===== src/rtl/rdwr_req_arb.sv =====
// Arbitrates read/write test-engine requests onto one AFU transmit port:
// round-robin grants, unsplit write packets, read line credit, almost-full stall.
module rdwr_req_arb #(
  parameter int ADDR_LMT    = 20,
  parameter int MAX_RD_PEND = 512
) (
  input  logic                Clk_400,
  input  logic                test_Resetb,
  input  logic                rw2ab_RdEn,
  input  logic [ADDR_LMT-1:0] rw2ab_RdAddr,
  input  logic [15:0]         rw2ab_RdTID,
  input  logic [1:0]          rw2ab_RdLen,
  input  logic                rw2ab_RdSop,
  input  logic                rw2ab_WrEn,
  input  logic [ADDR_LMT-1:0] rw2ab_WrAddr,
  input  logic [15:0]         rw2ab_WrTID,
  input  logic [511:0]        rw2ab_WrDin,
  input  logic [1:0]          rw2ab_WrLen,
  input  logic                rw2ab_WrSop,
  output logic                ab2rw_RdSent,
  output logic                ab2rw_WrSent,
  input  logic                ab2rw_RdRspValid,
  input  logic                tx_AlmFull,
  output logic                tx_Valid,
  output logic                tx_IsWr,
  output logic [ADDR_LMT-1:0] tx_Addr,
  output logic [15:0]         tx_TID,
  output logic [511:0]        tx_Data,
  output logic [1:0]          tx_Len,
  output logic                tx_Sop,
  output logic [9:0]          arb_RdPend,
  output logic [31:0]         arb_RdCnt,
  output logic [31:0]         arb_WrCnt,
  output logic                arb_Err
);

  // Handshake: RdEn/WrEn act as valid and stay up with a stable payload until the
  // matching RdSent/WrSent (ready) is seen in the same cycle; a beat transfers
  // exactly on a cycle where valid & sent are both 1.
  logic [1:0]  lockCnt;
  logic        lastWr;
  logic [9:0]  rdPend;
  logic        wrLock, rdOk, wrOk, grantRd, grantWr, rspUnderflow;
  logic [10:0] rdNeed, rdPendAdd, rdPendNext;

  assign wrLock  = (lockCnt != 2'd0);
  assign rdNeed  = {1'b0, rdPend} + {9'd0, rw2ab_RdLen} + 11'd1;
  assign rdOk    = rw2ab_RdEn & ~tx_AlmFull & ~wrLock & (rdNeed <= 11'(MAX_RD_PEND));
  assign wrOk    = rw2ab_WrEn & ~tx_AlmFull;
  // On a tie the type not granted last wins.
  assign grantWr = wrOk & (~rdOk | ~lastWr);
  assign grantRd = rdOk & (~wrOk | lastWr);

  assign ab2rw_RdSent = grantRd & test_Resetb;
  assign ab2rw_WrSent = grantWr & test_Resetb;
  assign arb_RdPend   = rdPend;

  always_comb begin
    rdPendAdd    = {1'b0, rdPend} + (grantRd ? ({9'd0, rw2ab_RdLen} + 11'd1) : 11'd0);
    rdPendNext   = rdPendAdd;
    rspUnderflow = 1'b0;
    if (ab2rw_RdRspValid) begin
      if (rdPendAdd == 11'd0) rspUnderflow = 1'b1;
      else                    rdPendNext   = rdPendAdd - 11'd1;
    end
  end

  always_ff @(posedge Clk_400 or negedge test_Resetb) begin
    if (!test_Resetb) begin
      lockCnt   <= 2'd0;
      lastWr    <= 1'b0;
      rdPend    <= 10'd0;
      arb_RdCnt <= 32'd0;
      arb_WrCnt <= 32'd0;
      arb_Err   <= 1'b0;
      tx_Valid  <= 1'b0;
      tx_IsWr   <= 1'b0;
      tx_Addr   <= '0;
      tx_TID    <= 16'd0;
      tx_Data   <= 512'd0;
      tx_Len    <= 2'd0;
      tx_Sop    <= 1'b0;
    end else begin
      rdPend <= rdPendNext[9:0];
      if (rspUnderflow) arb_Err <= 1'b1;
      tx_Valid <= grantWr | grantRd;
      if (grantWr) begin
        lastWr    <= 1'b1;
        arb_WrCnt <= arb_WrCnt + 32'd1;
        // Sop beat arms the lock with the beats still to come.
        if (rw2ab_WrSop) begin
          if (rw2ab_WrLen != 2'd0) lockCnt <= rw2ab_WrLen;
        end else if (lockCnt != 2'd0) begin
          lockCnt <= lockCnt - 2'd1;
        end
        tx_IsWr <= 1'b1;
        tx_Addr <= rw2ab_WrAddr;
        tx_TID  <= rw2ab_WrTID;
        tx_Data <= rw2ab_WrDin;
        tx_Len  <= rw2ab_WrLen;
        tx_Sop  <= rw2ab_WrSop;
      end else if (grantRd) begin
        lastWr    <= 1'b0;
        arb_RdCnt <= arb_RdCnt + 32'd1;
        tx_IsWr   <= 1'b0;
        tx_Addr   <= rw2ab_RdAddr;
        tx_TID    <= rw2ab_RdTID;
        tx_Len    <= rw2ab_RdLen;
        tx_Sop    <= rw2ab_RdSop;
      end
    end
  end

endmodule


===== config.mk =====
export PLATFORM = sky130hd
export DESIGN_NAME = rdwr_req_arb
export DESIGN_NICKNAME = d
export VERILOG_FILES = /design/src/rtl/rdwr_req_arb.sv
export SDC_FILE = /design/constraint.sdc
export NUM_CORES = 1
export LEC_CHECK = 0
export CELL_PAD_IN_SITES_DETAIL_PLACEMENT = 1
export CELL_PAD_IN_SITES_GLOBAL_PLACEMENT = 1
export CORE_AREA = 3 3 472 474
export CTS_CLUSTER_DIAMETER = 50
export CTS_CLUSTER_SIZE = 30
export DETAILED_ROUTE_END_ITERATION = 10
export DIE_AREA = 0 0 475 477
export PLACE_DENSITY = 0.35
export SYNTH_ARGS = -nofsm -noshare
export SYNTH_HDL_FRONTEND = slang
export SYNTH_SLANG_ARGS = --single-unit

===== constraint.sdc =====
create_clock -name Clk_400 -period 6.5 [get_ports Clk_400]
set_input_delay 0.975 -clock Clk_400 [delete_from_list [all_inputs] [get_ports Clk_400]]
set_output_delay 0.975 -clock Clk_400 [all_outputs]
set_load 0.02 [all_outputs]

==> impl_results.md <==
* CTS-repair resized insts at 0
* Crit Path Class: primary input to flip-flop
* Hold buffer count at CTS at 0
* Synth Area per Inst at about 16 um2
* YS warnings at 0
* Setup Skew at ~0.024 ns
* Final min period at 5.103 ns
* Skew-Pair Late Insertion Delay at 0.73 ns
* Final #Nets at roughly 3600
* DR vias at 20020
* Total Routing Usage GR at 0.1354
* Port bufs at 1225
* Area Overhead vs Synth at 78.20%
* Vias per inst at 3.353
* Final Max Slew Viols at 0
* Max frequency at between 0.15 and 0.2 GHz
* Die height at 477 um
* Cell area after synthesis at 26420 um2
* Slowest CP cell: a31oi_1
* Met3 Use GR at 0.08536
* Pleak at 19.30 nW
* Period utilisation layout at 0.7850
* Total negative slack at 0 ns
* Placer Congestion at ~0.76
* GR Overflow Total at 0
* Post-synth EDFFs at 0
* Initial antenna violation count at 99
* Primary FF master, synth: dfrtp_1
* GRT met2 Usage at 0.2326
* Worst-path clk slew at 0.05 ns
* Max-slew headroom at 0.3742
* CP cell instances: clkdlybuf4s50_1 -> inv_1 -> ha_1 -> and4b_1 -> nand3_1 -> a211o_1 -> a211o_1 -> nor2_1 -> ha_1 -> inv_1 -> fa_1 -> nor2b_1 -> o21a_1 -> o21ai_0 -> a31oi_1 -> o21ai_0 -> xnor2_1
* Residual DRC count at 0
* RSZ-0062 raised after global routing: no
* Share of cells above drive strength 1 at 0.2718
* Post-synth cell types at 49
* Number of max-cap violations at 0
* Num CTS Buffers at 146
* Buffers & Inverters on Critical Path at 3
* Met1 Use GR at 0.1355
* Crit path arrival time at 5.70 ns
* Drt total wl at 157.7 mm
* Buffer levels on the longest clock path at 3
* DR iter-0 viols at roughly 820
* Hpwl dp at 124.1 mm
* Worst setup EP type: flip-flop
* Clock Sinks at 630
* Crit path max fanout at 9
* Post-route ant nets at 0
* Vias in the first global route at 22220
* Fin util at 0.2147
* Required time worst endpoint at just over 7 ns
* Final Hold Viols at 0
* Outcome: complete, no violations
* Post-CTS setup repair buffer count at 0
* 1st-pass router iterations at 5
* Die width at 475 um
* Yosys reg bits at 630
* Synth Net Count at 2254
* First-pass GRT wire length at around 210 mm
* CP startpoint kind: primary input
* Final setup fails at 0
* Core ar. at ~220000 um2
* TritonCTS clock tree: done
* Max VDD drop at 0.2026 mV
* Synth area leader: dfrtp_1
* Total power at approximately 19 mW
* Synth top area cells: dfrtp_1 60%, mux2_4 20%, mux2_2 6.9%
* Top-Level Pins at 1226
* Starting Density at 0.1205
* Drt wl/cell at 26.41 um
* H-Tree Depth at 4
* Site Rows at 172
* Dpl cells at 5685
* Die Area at 226600 um2
* Gr busiest metal: met2
* Post-Syn Instances at 1646
* Post-Route Hold Slack at 0.1007 ns
* Layout Cells excl Fill at 5972
* Worst hold-check path type: primary input to asynchronous set/reset pin
* CTS root buf: clkbuf_16
* Proportion of netlist area held by the largest area contributor at 0.5968
* Ys async rst share at 1.000
* Seq/Total Area, Yosys at 0.5968
* Worst slew pin tran at 0.9387 ns
* CP delay by family, top: compound AO/OA/AOI/OAI gates
* P per Cell Area at 400.9 nW/um2
* Slowest Stage Delay on Critical Path at 0.78 ns
* Largest net degree at the start of global routing at 132
-- synthesized netlist by cell type, types with 2 or more instances --
cell / instances
nand4_1: 22
and2_1: 3
a21o_1: 5
o21a_1: 2
dfrtp_1: 630
xor2_1: 48
o21ai_0: 12
nand3_1: 25
inv_1: 18
clkbuf_1: 27
nand2_1: 29
nor4b_1: 2
a31oi_1: 3
mux2i_1: 6
buf_1: 2
a211o_1: 4
nor2b_1: 2
nor3b_1: 3
nor3_1: 21
o221a_2: 37
mux2_4: 350
o211ai_1: 6
buf_2: 21
ha_1: 11
mux2_2: 163
nand2b_1: 4
nor2_1: 24
xnor2_1: 21
and4_1: 9
buf_6: 40
o31ai_1: 2
nor4_1: 18
a21oi_1: 7
and3_1: 11
nand3b_1: 2
a211oi_1: 6
or3_1: 38
-- sequential cells by signal, indices dropped and copies added, names as in the netlist --
signal      flops
arb_Err         1
arb_RdCnt      32
arb_RdPend     10
arb_WrCnt      32
lastWr          1
lockCnt         2
tx_Addr        20
tx_Data       512
tx_Len          2
tx_Sop          1
tx_TID         16
tx_Valid        1
-- cell type report --
class,count,area [um2]
Antenna cell,22,55.05
Clock buffer,195,4172
Clock inverter,70,860.8
Fill cell,24170,172200
Inverter,18,67.56
Multi-Input combinational cell,908,9935
Sequential cell,630,15770
Tap cell,2871,3592
Timing Repair Buffer,1258,12630
-- through the flow --
step / setup WS [ns] / area (um2)
2_1_floorplan: 1.936 / 26420
3_3_place_gp: 0.5265 / 41990
3_5_place_dp: 0.5849 / 41990
4_1_cts: 1.413 / 47020
5_1_grt: 0.9945 / 47030
6_report: 1.397 / 47070
-- kinds of logic (layout without fill, tap and decap cells) --
logic type,Yosys count,in the layout,synth area share
xor gates and xnor gates,69,69,0.02288
muxes,519,519,0.2707
DFF,630,630,0.5968
AOI/OAI and AO/OA,90,90,0.02979
buffers and inverters,108,1541,0.02771
adders and majority gates,12,12,0.005968
other,0,22,0
and+or+nand+nor,218,218,0.04618
-- final timing paths --
| kind | startpoint | endpoint | slack [ns] | cells after the start |
|---|---|---|---|---|
| worst max register to register | arb_RdPend[0]$_DFF_PN0_ | arb_RdPend[0]$_DFF_PN0_ | 1.73 | 16 |
| worst max-delay path | rw2ab_RdLen[0] | arb_RdPend[0]$_DFF_PN0_ | 1.40 | 17 |
| min in group Clk_400 | arb_WrCnt[31]$_DFFE_PN0P_ | arb_WrCnt[31]$_DFFE_PN0P_ | 0.47 | 1 |
| worst min-delay path | test_Resetb | tx_Data[256]$_DFFE_PN0P_ | 0.10 | 1 |
| max in group asynchronous | test_Resetb | tx_Data[52]$_DFFE_PN0P_ | 4.48 | 3 |
| worst min register to register | arb_WrCnt[31]$_DFFE_PN0P_ | arb_WrCnt[31]$_DFFE_PN0P_ | 0.47 | 1 |
-- cell usage in the layout, fill, tap and decap left out, types with 23 or more instances in the layout --
cell type,Yosys,layout
o221a_2,37,37
clkbuf_8,0,27
buf_4,0,24
nand3_1,25,25
mux2_2,163,163
clkinv_2,0,26
dfrtp_1,630,630
clkdlybuf4s50_1,0,1224
nand2_1,29,29
clkbuf_16,0,149
nor2_1,24,23
or3_1,38,38
xor2_1,48,48
mux2_4,350,350
-- per-layer routing --
| layer | vias up | wire length (um) |
|---|---|---|
| met5 | - | 386 |
| met4 | 58 | 3508 |
| met1 | 9975 | 55570 |
| met2 | 1014 | 77410 |
| met3 | 324 | 20870 |
| li1 | 8653 | - |
-- where the power goes --
part | total, mW | internal [mW] | switching (mW)
clock network | 7.64 | 5.05 | 2.59
registers | 5.48 | 4.82 | 0.668
logic | 5.74 | 2.89 | 2.85
total | 18.9 | 12.8 | 6.10
Note: power is estimated with default switching activity, not from simulation.
